===== config.mk =====
export PLATFORM = sky130hd
export DESIGN_NAME = udp_frame_tx
export DESIGN_NICKNAME = d
export VERILOG_FILES = /design/src/rtl/udp_frame_tx.sv
export SDC_FILE = /design/constraint.sdc
export NUM_CORES = 1
export LEC_CHECK = 0
export BUFFER_PORTS_ARGS = -buffer_cell sky130_fd_sc_hd__buf_2
export CAP_MARGIN = 20
export CORE_MARGIN = 2
export CORE_UTILIZATION = 25
export DETAILED_ROUTE_END_ITERATION = 6
export SLEW_MARGIN = 40
export SYNTH_ARGS = -nofsm -noshare
export SYNTH_HDL_FRONTEND = slang
export SYNTH_SLANG_ARGS = --single-unit

===== constraint.sdc =====
create_clock -name tx_mac_clk_i -period 5.7 [get_ports tx_mac_clk_i]
set_clock_uncertainty 0.1 [all_clocks]
set_input_delay 0.57 -clock tx_mac_clk_i [delete_from_list [all_inputs] [get_ports tx_mac_clk_i]]
set_output_delay 0.57 -clock tx_mac_clk_i [all_outputs]
set_load 0.005 [all_outputs]

===== src/rtl/udp_frame_tx.sv =====
// Ethernet/IPv4/UDP frame builder streaming one byte per beat into the MAC TX interface.
// Define UDP_CHECKSUM_EN to compute the UDP checksum; otherwise the field is sent as 0x0000.
module udp_frame_tx #(
  parameter int unsigned  MAX_PAYLOAD = 32,
  parameter logic [47:0]  DST_MAC     = 48'hFF_FF_FF_FF_FF_FF,
  parameter logic [47:0]  SRC_MAC     = 48'h00_11_22_33_44_55,
  parameter logic [31:0]  SRC_IP      = 32'hC0_A8_01_02,
  parameter logic [31:0]  DST_IP      = 32'hC0_A8_01_03,
  parameter logic [15:0]  SRC_PORT    = 16'd5000,
  parameter logic [15:0]  DST_PORT    = 16'd6000,
  parameter logic [7:0]   IP_TTL      = 8'h40
) (
  input  logic                     tx_mac_clk_i,
  input  logic                     rst_i,
  input  logic                     start_i,
  input  logic [15:0]              len_i,
  input  logic [8*MAX_PAYLOAD-1:0] payload_i,
  input  logic                     abort_i,
  output logic                     busy_o,
  output logic                     done_o,
  output logic                     err_o,
  output logic                     tx_mac_valid_o,
  output logic [7:0]               tx_mac_data_o,
  output logic                     tx_mac_last_o,
  output logic                     tx_mac_error_o,
  input  logic                     tx_mac_ready_i
);

  localparam int unsigned PW = 8 * MAX_PAYLOAD;

  typedef enum logic [1:0] {S_IDLE, S_CSUM, S_FOLD, S_SEND} state_t;

  state_t        state_q;
  logic [15:0]   len_q, id_q, ip_csum_q, beat_q;
  logic [PW-1:0] payload_q;
  logic [6:0]    widx_q;
  logic [31:0]   ip_acc_q;
  logic          fold_q;
  logic          valid_q, last_q, error_q, busy_q, done_q, err_q;
  logic [7:0]    data_q;

  logic [15:0]   tot_len, udp_len, last_beat, nbeat, last_widx, ip_word, udp_csum_field;
  logic [31:0]   ip_fold;
  logic [335:0]  hdr, hdr_sh;
  logic [PW-1:0] pay_sh;
  logic [7:0]    nbyte;
  logic          len_ok, accept;

`ifdef UDP_CHECKSUM_EN
  logic [31:0]   udp_acc_q, udp_fold;
  logic [15:0]   udp_csum_q, udp_word, udp_c, pj, k1;
  logic [PW+7:0] pw_sh;
`endif

  assign tot_len   = len_q + 16'd28;
  assign udp_len   = len_q + 16'd8;
  assign last_beat = len_q + 16'd41;
  assign nbeat     = beat_q + 16'd1;
  assign len_ok    = (len_i != 16'd0) && (32'(len_i) <= MAX_PAYLOAD);
  assign accept    = valid_q & tx_mac_ready_i;
  assign ip_fold   = {16'd0, ip_acc_q[15:0]} + {16'd0, ip_acc_q[31:16]};

`ifdef UDP_CHECKSUM_EN
  assign last_widx      = 16'd15 + ((len_q + 16'd1) >> 1);
  assign udp_fold       = {16'd0, udp_acc_q[15:0]} + {16'd0, udp_acc_q[31:16]};
  assign udp_c          = ~udp_fold[15:0];
  assign udp_csum_field = udp_csum_q;
`else
  assign last_widx      = 16'd9;
  assign udp_csum_field = 16'h0000;
`endif

  assign hdr = {DST_MAC, SRC_MAC, 16'h0800,
                8'h45, 8'h00, tot_len, id_q, 16'h4000, IP_TTL, 8'h11, ip_csum_q,
                SRC_IP, DST_IP,
                SRC_PORT, DST_PORT, udp_len, udp_csum_field};

  // Byte for the beat after the current one; registered on acceptance.
  always_comb begin
    hdr_sh = hdr << {nbeat, 3'b000};
    pay_sh = payload_q >> {nbeat - 16'd42, 3'b000};
    nbyte  = '0;
    if (nbeat < 16'd42) nbyte = hdr_sh[335:328];
    else                nbyte = pay_sh[7:0];
  end

  always_comb begin
    ip_word = '0;
    case (widx_q)
      7'd0:    ip_word = 16'h4500;
      7'd1:    ip_word = tot_len;
      7'd2:    ip_word = id_q;
      7'd3:    ip_word = 16'h4000;
      7'd4:    ip_word = {IP_TTL, 8'h11};
      7'd6:    ip_word = SRC_IP[31:16];
      7'd7:    ip_word = SRC_IP[15:0];
      7'd8:    ip_word = DST_IP[31:16];
      7'd9:    ip_word = DST_IP[15:0];
      default: ip_word = '0;
    endcase
  end

`ifdef UDP_CHECKSUM_EN
  // Pseudo-header IP addresses share the IP header cycles 6..9; remaining words follow.
  always_comb begin
    udp_word = '0;
    pj       = {9'd0, widx_q} - 16'd16;
    pw_sh    = {8'h00, payload_q} >> {pj, 4'b0000};
    k1       = {pj[14:0], 1'b1};
    if (widx_q >= 7'd6 && widx_q <= 7'd9) udp_word = ip_word;
    else begin
      case (widx_q)
        7'd10:   udp_word = 16'h0011;
        7'd11:   udp_word = udp_len;
        7'd12:   udp_word = SRC_PORT;
        7'd13:   udp_word = DST_PORT;
        7'd14:   udp_word = udp_len;
        default: udp_word = '0;
      endcase
      if (widx_q >= 7'd16)
        udp_word = {pw_sh[7:0], (k1 < len_q) ? pw_sh[15:8] : 8'h00};
    end
  end
`endif

  always_ff @(posedge tx_mac_clk_i) begin
    if (rst_i) begin
      state_q   <= S_IDLE;
      len_q     <= '0;
      payload_q <= '0;
      id_q      <= '0;
      widx_q    <= '0;
      ip_acc_q  <= '0;
      ip_csum_q <= '0;
      fold_q    <= 1'b0;
      beat_q    <= '0;
      valid_q   <= 1'b0;
      data_q    <= '0;
      last_q    <= 1'b0;
      error_q   <= 1'b0;
      busy_q    <= 1'b0;
      done_q    <= 1'b0;
      err_q     <= 1'b0;
`ifdef UDP_CHECKSUM_EN
      udp_acc_q  <= '0;
      udp_csum_q <= '0;
`endif
    end else begin
      done_q <= 1'b0;
      err_q  <= 1'b0;
      case (state_q)
        S_IDLE: begin
          if (start_i) begin
            if (len_ok) begin
              state_q   <= S_CSUM;
              len_q     <= len_i;
              payload_q <= payload_i;
              widx_q    <= '0;
              ip_acc_q  <= '0;
              busy_q    <= 1'b1;
`ifdef UDP_CHECKSUM_EN
              udp_acc_q <= '0;
`endif
            end else begin
              err_q <= 1'b1;
            end
          end
        end
        S_CSUM: begin
          if (abort_i) begin
            state_q <= S_IDLE;
            busy_q  <= 1'b0;
            err_q   <= 1'b1;
          end else begin
            ip_acc_q <= ip_acc_q + {16'd0, ip_word};
`ifdef UDP_CHECKSUM_EN
            udp_acc_q <= udp_acc_q + {16'd0, udp_word};
`endif
            widx_q <= widx_q + 7'd1;
            if ({9'd0, widx_q} == last_widx) begin
              state_q <= S_FOLD;
              fold_q  <= 1'b0;
            end
          end
        end
        S_FOLD: begin
          if (abort_i) begin
            state_q <= S_IDLE;
            busy_q  <= 1'b0;
            err_q   <= 1'b1;
          end else begin
            ip_acc_q <= ip_fold;
`ifdef UDP_CHECKSUM_EN
            udp_acc_q <= udp_fold;
`endif
            fold_q <= 1'b1;
            if (fold_q) begin
              state_q   <= S_SEND;
              ip_csum_q <= ~ip_fold[15:0];
`ifdef UDP_CHECKSUM_EN
              udp_csum_q <= (udp_c == 16'h0000) ? 16'hFFFF : udp_c;
`endif
              beat_q  <= '0;
              valid_q <= 1'b1;
              data_q  <= DST_MAC[47:40];
              last_q  <= 1'b0;
              error_q <= 1'b0;
            end
          end
        end
        S_SEND: begin
          if (accept) begin
            if (last_q) begin
              state_q <= S_IDLE;
              valid_q <= 1'b0;
              last_q  <= 1'b0;
              error_q <= 1'b0;
              busy_q  <= 1'b0;
              id_q    <= id_q + 16'd1;
              if (error_q) err_q  <= 1'b1;
              else         done_q <= 1'b1;
            end else begin
              beat_q  <= nbeat;
              data_q  <= nbyte;
              last_q  <= (nbeat == last_beat) | abort_i;
              error_q <= abort_i;
            end
          end else if (abort_i) begin
            last_q  <= 1'b1;
            error_q <= 1'b1;
          end
        end
        default: state_q <= S_IDLE;
      endcase
    end
  end

  assign busy_o         = busy_q;
  assign done_o         = done_q;
  assign err_o          = err_q;
  assign tx_mac_valid_o = valid_q;
  assign tx_mac_data_o  = data_q;
  assign tx_mac_last_o  = last_q;
  assign tx_mac_error_o = error_q;

endmodule

Word level (Yosys, flattened, before mapping)
Cells that the tools add are included.
Widths: inputs -> output; s select.
{"block": "word_totals", "wordCells": 143, "out_inout_bits": 14, "reg_bits": 376, "in_bits": 277}
{"block": "classes", "bitwise_logic": 7, "n_reduce_logical": 22, "shifts": 2, "add_sub_neg": 9, "n_mux": 60, "n_eq_ne": 25, "order_cmp": 2}
{"cell": "$shl 336x19->336", "count": 1}
{"cell": "$shr 256x19->8", "count": 1}
{"cell": "$mux 32", "count": 4}
{"cell": "$pmux 16 s8", "count": 1}
{"cell": "$pmux 32 s3", "count": 1}
{"cell": "$mux 16", "count": 4}
{"cell": "$mux 8", "count": 5}
{"cell": "$add 16x1->16 const B", "count": 2}
{"cell": "$add 32x16->32", "count": 1}
{"cell": "$pmux 16 s2", "count": 1}
{"cell": "$mux 1", "count": 24}
{"cell": "$eq 7x3->1 const B", "count": 3}
{"cell": "$mux 7", "count": 3}
{"cell": "$reduce_and 5->1", "count": 4}
{"cell": "$ne 2x2->1 const B", "count": 9}
{"cell": "$add 16x16->17", "count": 1}
{"cell": "$add 16x4->16 const B", "count": 1}
{"cell": "$add 16x5->16 const B", "count": 1}
{"cell": "$add 16x6->16 const B", "count": 1}
{"cell": "$eq 16x16->1", "count": 1}
{"cell": "$le 16x6->1 const B", "count": 1}
{"cell": "$lt 16x6->1 const B", "count": 1}
{"cell": "$mux 2", "count": 8}
{"cell": "$not 16->16", "count": 1}
{"cell": "28 further kinds", "count": 47}

Logic depth before layout (Yosys ltp)
Gate-level depths: netlist (run 1).
{"block": "logic_depth", "ltp_word": 7, "depth_mapped": 18, "ltp_nobuf": 17}

Worst setup path after synthesis (run 1)
Ideal clock, no wire load.
{"block": "synth_path", "path_kind": "reg2reg", "from": "register widx_q[6]", "to": "register ip_acc_q[28]", "synth_period_minus_slack_ns": 4.265, "t_required_ns": 5.540, "setup_ns": 0.060, "n_path_buf": 1, "stages_incl_launch_ff": 18, "slack_ns": 1.435, "t_arrival_ns": 4.105, "cell_sequence": "dfxtp_1 or3_1 nor3_1 and2_1 clkbuf_1 a32oi_1 nand3_1 ha_1 inv_1 fa_1 nor2b_1 o31ai_1 a211oi_1 nor3_1 o31ai_1 nand2_1 or4_1 nand2_1"}
{"block": "synth_via", "elab_chain_len": 6, "elab_cells_between_ends": 14, "classes_between": "1 x add/sub; 8 x eq/ne; 3 x mux; 2 x reduce/logical"}
{"element": "start, declared", "line": "36", "text": "logic [6:0] widx_q;"}
{"element": "start signal, assigned", "line": "179", "text": "widx_q <= widx_q + 7'd1;"}
{"element": "$eq 7x4->1 / $eq 7x3->1 (equally long branches)", "line": "89", "text": "case (widx_q)"}
{"element": "$reduce_or 2->1 (no line)"}
{"element": "$pmux 16 s8 (*)", "line": "89"}
{"element": "$add 32x16->32 (*)", "line": "175", "text": "ip_acc_q <= ip_acc_q + {16'd0, ip_word};"}
{"element": "$mux 32 (*)", "line": "170", "text": "if (abort_i) begin"}
{"element": "$pmux 32 s3 (*)", "line": "151", "text": "case (state_q)"}
{"element": "end signal, assigned", "line": "175"}
{"element": "end signal, assigned", "line": "192", "text": "ip_acc_q <= ip_fold;"}
{"element": "end, declared", "line": "37", "text": "logic [31:0] ip_acc_q;"}
Mark *: on every way between the ends. The rest lies on a longest branch, timed or not. The select of a mux whose other input is x is not followed.
A chain may end at the register's enable or synchronous reset.

Worst setup path after layout (run 1)
Same ends and word-level chain as after synthesis.

==> results of run 1 <==
## worst reg2reg max path, cell delays in order, from the launching register on
cell and delay (ns):
dfxtp_1 0.34, or3_1 0.41, nor3_1 0.30, and2_1 0.46
a32oi_1 0.09, nand3_1 0.13, ha_1 0.16, inv_1 0.05
fa_1 0.39, nor2b_1 0.16, o31ai_1 0.14, a211oi_1 0.40
nor3_1 0.16, o31ai_1 0.27, buf_4 0.20, nand2_1 0.13
or4_1 0.44, nand2_1 0.08
## power groups by stage
stage | registers, mW | logic [mW] | clock network [mW]
global route | 2.63 | 0.225 | 3.00
floorplan | 2.69 | 0.0757 | 0
finish | 2.63 | 0.207 | 2.84
detailed placement | 2.69 | 0.208 | 0
global placement | 2.69 | 0.209 | 0
CTS | 2.63 | 0.209 | 2.90
## cell families (layout without fill, tap and decap cells)
family | count (synthesis) | count (layout) | share of synthesized area, %
AO/OA/AOI/OAI | 608 | 608 | 18.1
XOR/XNOR | 117 | 117 | 5.16
adder cells (fa/ha/maj) | 52 | 52 | 3.35
buffers and inverters | 219 | 422 | 4.23
flip-flops | 376 | 376 | 37.9
multiplexers | 106 | 106 | 9.40
other | 0 | 5 | 0
AND/OR/NAND/NOR | 1011 | 1011 | 21.8
## sequential cells by signal, summed over array words and instances, names as in the netlist, 2 cells and up
register / flops
payload_q: 256
ip_acc_q: 32
beat_q: 16
id_q: 16
ip_csum_q: 16
len_q: 16
tx_mac_data_o: 8
widx_q: 7
state_q: 2
## stage by stage
| stage | worst slack (ns) | area (sq um) | instances |
|---|---|---|---|
| global route | 0.870 | 23600 | 3747 |
| floorplan | 1.43 | 19800 | 2489 |
| global placement | 1.35 | 22200 | 3665 |
| CTS | 1.27 | 23600 | 3741 |
| detailed placement | 1.33 | 22200 | 3665 |
| finish | 1.22 | 23600 | 3747 |
## layer usage
layer	up-vias	GRT usage, %	wire (um)
met5	-	0	196
met4	32	6.49	2620
met3	135	3.98	5020
met2	602	26.2	31700
li1	9067	-	-
met1	8814	20.7	29000
## layout by cell type, fill, tap and decap left out, types with 7 or more instances in the layout
| master | instances |
|---|---|
| nor4_1 | 11 |
| nand2_1 | 637 |
| inv_1 | 31 |
| or3_1 | 11 |
| a22o_1 | 7 |
| a311oi_1 | 7 |
| and2_1 | 12 |
| o31a_1 | 7 |
| mux2i_1 | 39 |
| clkbuf_16 | 43 |
| clkbuf_8 | 8 |
| nand4_1 | 23 |
| a21oi_1 | 345 |
| nor2_1 | 139 |
| mux4_2 | 64 |
| and3_1 | 15 |
| xor2_1 | 52 |
| xnor2_1 | 65 |
| o21ai_0 | 73 |
| a22oi_1 | 30 |
| o21a_1 | 8 |
| a211oi_1 | 27 |
| buf_2 | 289 |
| or4_1 | 9 |
| dfxtp_1 | 375 |
| nor3_1 | 45 |
| nand3b_1 | 7 |
| nor2b_1 | 11 |
| o211ai_1 | 10 |
| a21o_1 | 15 |
| a31oi_1 | 15 |
| buf_4 | 16 |
| nand3_1 | 58 |
| ha_1 | 48 |
## how the worst min path moves through the flow
| stage | cells past startpoint | slack, ns | from | end |
|---|---|---|---|---|
| finish | 3 | 0.11 | payload_i[226] | payload_q[226]$_SDFFE_PP0P_ |
| global route | 3 | 0.11 | payload_i[125] | payload_q[125]$_SDFFE_PP0P_ |
| CTS | 3 | 0.09 | payload_i[226] | payload_q[226]$_SDFFE_PP0P_ |
| detailed placement | 2 | 0.34 | payload_q[170]$_SDFFE_PP0P_ | payload_q[170]$_SDFFE_PP0P_ |
| global placement | 2 | 0.34 | payload_q[197]$_SDFFE_PP0P_ | payload_q[197]$_SDFFE_PP0P_ |
| floorplan | 2 | 0.33 | payload_q[104]$_SDFFE_PP0P_ | payload_q[104]$_SDFFE_PP0P_ |
## final cells by class
class                           instances  share of cell area [%]
Inverter                               33                   0.524
Clock inverter                         20                   0.953
Timing Repair Buffer                  313                    7.24
Antenna cell                            5                  0.0529
Clock buffer                           56                    5.10
Sequential cell                       376                    31.9
Tap cell                             1050                    5.56
Multi-Input combinational cell       1894                    48.7
==> out/metrics.yaml, run 1 <==
cts_resized: 0
wl_um: 68500
clockBufferDepth: 3
h-tree-depth: 2
synthArstFlopShare_pct: 0
path_cells: "or3_1 > nor3_1 > and2_1 > a32oi_1 > nand3_1 > ha_1 > inv_1 > fa_1 > nor2b_1 > o31ai_1 > a211oi_1 > nor3_1 > o31ai_1 > buf_4 > nand2_1 > or4_1 > nand2_1"
drtIter0Drc: 1564
wire_per_inst_um: 18.3
synth_cell_types: 73
cap_violations: 0
p_per_area_mw_per_mm2: 240
cpMaxStageDelayCell: "and2_1"
fin_setup_tns_ns: 0
combPwrFrac_pct: 3.7
synthTopCellsByCount: "nand2_1 (638), dfxtp_1 (376), a21oi_1 (345), clkbuf_1 (165), nor2_1 (139)"
drc: 0
multi_input_area_sq_mm: 0.0115
worstPathMaxFanout: 13
power_switching_mw: 1.32
cp.arrival_ns: 4.89
grt_pass1_wl_um: 104000
rsz0062_at_grt: "no"
hp-class: "in -> reg"
ys_warn_count: 0
syn-cell-area_sq_mm: 0.0198
synth_ff_type: "dfxtp_1"
fp.dieH_um: 286
start_util_pct: 25.2
synth_edf_count: 0
synth_most_common_cell: "nand2_1"
relSlewSlack_pct: 39.8
tightest_slew_ns: 0.902
grt_max_degree: 181
finalPower_mw: 5.68
p_sw_share_pct: 23.2
clockPowerShare_pct: 50.0
synthToLayoutAreaGrowth_pct: 19.1
timing.rr.start: "widx_q[6]$_SDFFE_PP0P_"
setup_viol: 0
ff2ff_setup_slack_ns: 1.22
intPower_mw: 4.36
clock_latency_ns: 0.59
cts_tree: "done"
ff2ff_path_depth: 17
path_buf_inv: 2
cts_sinks: 376
drv_slew: 0
cts-root-buf: "clkbuf_16"
worstSetupEndpoint: "ip_acc_q[28]$_SDFFE_PP0P_"
yosysTopAreaCellShare_pct: 37.9
period_share_pct: 78.6
firstDrtPassIters: 5
dp_hpwl_um: 49500
gp_congestion: 0.923
max_freq_mhz: 223
antenna_found_initial: 24
outcome: "completed"
critPathTopFamily: "simple AND/OR/NAND/NOR gates"
via_count: 18700
syn_nets: 2818
io_buffers: 290
fin_hold_ws_ns: 0.115
ctsHoldBuffers: 0
syn_area_per_cell_sq_um: 7.97
crit_cells: 17
fin_nets: 2989
critPathLaunch: "widx_q[6]$_SDFFE_PP0P_"
pin_count: 291
overflow: 0
end_kind: "register"
cts_buffers: 42
core_area_sq_mm: 0.0787
synth_area_leaders: "dfxtp_1 (38%), nand2_1 (12%), a21oi_1 (8.7%), mux4_2 (7.3%), ha_1 (3.2%)"
final_core_utilization_pct: 30.0
drive_gt1_share_pct: 17.4
ys_ff_latch: 376
hold_viol: 0
dieArea_sq_mm: 0.0817
synth_area_leader_cell: "dfxtp_1"
cts_setup_buffers: 0
cp.required_ns: 6.11
r2r-end: "ip_acc_q[28]$_SDFFE_PP0P_"
regArea_sq_mm: 0.00753
first_global_vias: 17700
start_kind: "register"
p_leak_nw: 8.54
ant_nets: 0
clk_pin_slew_ns: 0.07
fillers: 8443
slowest_delay_ns: 0.46
ir_worst_vdd_v: 0.000176
crit_type: "reg -> reg"
min_period_ns: 4.48
die_w_um: 286
synthCells: 2489
via_per_inst: 4.98
seq_area_frac_synth_pct: 37.9
grt_usage_pct: 16.2
pwr-share-seq_pct: 46.4
num_rows: 103
No activity file was read; power rests on OpenSTA's default activity.
==> run 2: changes to the inputs <==
--- a/config.mk
+++ b/config.mk
@@ -5,6 +5,7 @@
 export SDC_FILE = /design/constraint.sdc
 export NUM_CORES = 1
 export LEC_CHECK = 0
+export ABC_AREA = 1
 export BUFFER_PORTS_ARGS = -buffer_cell sky130_fd_sc_hd__buf_2
 export CAP_MARGIN = 20
 export CORE_MARGIN = 2
==> constraint.sdc (replaced) <==
create_clock -name tx_mac_clk_i -period 4.4 [get_ports tx_mac_clk_i]
set_clock_uncertainty 0.1 [all_clocks]
set_input_delay 0.44 -clock tx_mac_clk_i [delete_from_list [all_inputs] [get_ports tx_mac_clk_i]]
set_output_delay 0.44 -clock tx_mac_clk_i [all_outputs]
set_load 0.005 [all_outputs]
==> out/metrics.yaml, run 2 <==
first_global_vias: 19700
p_leak_nw: 10.0
cap_violations: 0
finalPower_mw: 7.91
ir_worst_vdd_v: 0.000233
ys_warn_count: 0
largestRegisters: "payload_q x256, ip_acc_q x32"
via_per_inst: 4.85
overflow: 0
synthTopCellsByCount: "nor2_1 (678), o21ai_0 (506), dfxtp_1 (376), nand2_1 (350), inv_1 (220)"
pin_count: 291
clk_pin_slew_ns: 0.06
die_w_um: 290
synth_compound_area_share_pct: 22.3
fillers: 8948
h-tree-depth: 2
ys_ff_latch: 376
synthToLayoutAreaGrowth_pct: 22.8
clockBufferDepth: 3
synth_ff_type: "dfxtp_1"
slowest_delay_ns: 0.41
crit_top_cell: "nand2_1"
intPower_mw: 5.96
hold_viol: 0
clockPowerShare_pct: 48.9
synthArstFlopShare_pct: 0
synth_edf_count: 0
wire_per_inst_um: 17.0
worstPathMaxFanout: 11
seq_area_frac_synth_pct: 36.7
drive_gt1_share_pct: 14.6
drc: 0
cp.arrival_ns: 4.46
synthAdderAreaFrac_pct: 3.25
cts_buffers: 46
fp.dieH_um: 290
grt_pass1_wl_um: 115000
relSlewSlack_pct: 47.1
drtIter0Drc: 1826
dp_cells: 4273
dp_hpwl_um: 54700
power_switching_mw: 1.95
fin_setup_tns_ns: 0
cpMaxStageDelayCell: "dfxtp_1"
syn_area_per_cell_sq_um: 6.73
cp.required_ns: 4.77
p_sw_share_pct: 24.7
wl_um: 75100
synthCells: 3049
end_kind: "register"
firstDrtPassIters: 6
synth_top_family_by_area: "simple AND/OR/NAND/NOR gates"
setup_viol: 0
synth_cell_types: 62
largest_reg_flops: 256
num_rows: 105
clock_latency_ns: 0.58
via_count: 21400
yosysTopAreaCellShare_pct: 36.7
path_buf_inv: 2
grt_usage_pct: 17.1
max_freq_mhz: 245
synth_area_leader_cell: "dfxtp_1"
synth_most_common_cell: "nor2_1"
final_cell_mix: "nor2_1 (677), o21ai_0 (506), dfxtp_1 (375)"
hp-class: "in -> reg"
dieArea_sq_mm: 0.0843
syn_nets: 3378
crit_type: "reg -> reg"
yosys.area_share.simple_pct: 26.1
period_share_pct: 92.8
critPathTopFamily: "simple AND/OR/NAND/NOR gates"
cts_sinks: 376
cts_tree: "done"
path_cells: "clkinvlp_4 > ha_1 > nand2_1 > nand3_1 > xor2_1 > nand2_1 > o211ai_1 > ha_1 > nand2_1 > o21ai_0 > nand2_1 > nand3_1 > nand3_1 > nand2_1 > a21boi_0 > nor2_1 > buf_4 > nand3_1 > nor3_1 > a21oi_1 > o21a_1"
synth.area.mux_share_pct: 0.879
combPwrFrac_pct: 7.8
drv_slew: 0
cts_setup_buffers: 0
p_per_area_mw_per_mm2: 314
min_period_ns: 4.09
synth_area_leaders: "dfxtp_1 (37%), nor2_1 (12%), o21ai_0 (12%), nand2_1 (6.4%), a21oi_1 (4.6%)"
io_buffers: 290
tightest_slew_ns: 0.790
cts-root-buf: "clkbuf_16"
rsz0062_at_grt: "no"
pwr-share-seq_pct: 43.4
core_area_sq_mm: 0.0816
final_common_cell: "nor2_1"
final_core_utilization_pct: 30.9
grt_max_degree: 164
syn-cell-area_sq_mm: 0.0205
ant_nets: 0
largest_register: "payload_q"
outcome: "completed"
start_util_pct: 25.1
antenna_found_initial: 1
gp_congestion: 0.945
stdcell_count: 4412
start_kind: "register"
synth-xor-area-share_pct: 2.73
fin_nets: 3638
==> run 2: cell count changes in the layout (fill, tap and decap cells not counted), moves of 45 or more <==
| cell | delta |
|---|---|
| dlygate4sd3_1 | +58 |
| o22ai_1 | +45 |
| nand3_1 | +53 |
| nor2_1 | +538 |
| inv_1 | +188 |
| xnor2_1 | -55 |
| o21ai_0 | +433 |
| nand2_1 | -287 |
| mux4_2 | -64 |
| a21oi_1 | -157 |
==> run 2: metal layers <==
metal	track usage (%)	vias up	wire, um
met3	3.04	85	5260
met1	23.4	9926	34300
met2	27.9	740	34000
met4	4.01	0	1510
met5	0	-	0
li1	-	10700	-
==> run 2: final timing paths <==
check,slack [ns],end,depth (start not counted),startpoint
max,0.31,ip_acc_q[30]$_SDFFE_PP0P_,21,len_q[3]$_SDFFE_PP0P_
min,0.02,payload_q[154]$_SDFFE_PP0P_,3,payload_i[154]
max reg2reg,0.31,ip_acc_q[30]$_SDFFE_PP0P_,21,len_q[3]$_SDFFE_PP0P_
min reg2reg,0.35,busy_o$_SDFFE_PP0P_,2,busy_o$_SDFFE_PP0P_
==> run 2: kinds of logic after synthesis <==
| kind of cell | Yosys count |
|---|---|
| AND/OR/NAND/NOR | 1274 |
| AO/OA/AOI/OAI | 849 |
| buffers and inverters | 419 |
| flip-flops | 376 |
| XOR/XNOR | 63 |
| adder cells (fa/ha/maj) | 52 |
| multiplexers | 16 |
==> run 2: power by group through the flow <==
stage / registers [mW] / logic [mW] / clock network (mW)
4_1_cts: 3.43 / 0.611 / 3.96
3_3_place_gp: 3.51 / 0.571 / 0
3_5_place_dp: 3.51 / 0.569 / 0
5_1_grt: 3.43 / 0.677 / 4.08
2_1_floorplan: 3.50 / 0.287 / 0
6_report: 3.43 / 0.613 / 3.87
==> run 2: per-stage QoR <==
step / hold slack [ns] / setup WS, ns / cell area [sq um]
2_1_floorplan: 0.330 / 0.529 / 20500
3_3_place_gp: 0.336 / 0.431 / 23100
3_5_place_dp: 0.344 / 0.345 / 23100
4_1_cts: 0.000735 / 0.322 / 25200
5_1_grt: 0.0182 / 0.00837 / 25200
6_report: 0.0214 / 0.315 / 25200
==> run 2: final cells by class <==
type | instances | area (sq um) | area share [%]
tap | 1070 | 1340 | 5.32
multi-input combinational | 2254 | 11400 | 45.2
antenna | 1 | 2.50 | 0.00994
inverter | 235 | 926 | 3.68
clock buffer | 70 | 1350 | 5.37
sequential | 376 | 7530 | 29.9
clock inverter | 10 | 160 | 0.636
timing repair buffer | 396 | 2480 | 9.85
==> run 2: worst min-delay path, delay by kind of cell <==
family          cells  cell delay, ns
simple gates        1            0.07
buf+inv             1            0.09
compound gates      1            0.07
==> run 2: timing repair <==
action,in CTS,in global routing
hold buffers,58,0
resized for setup,0,3
hold endpoints to repair,58,0
setup endpoints to repair,0,6
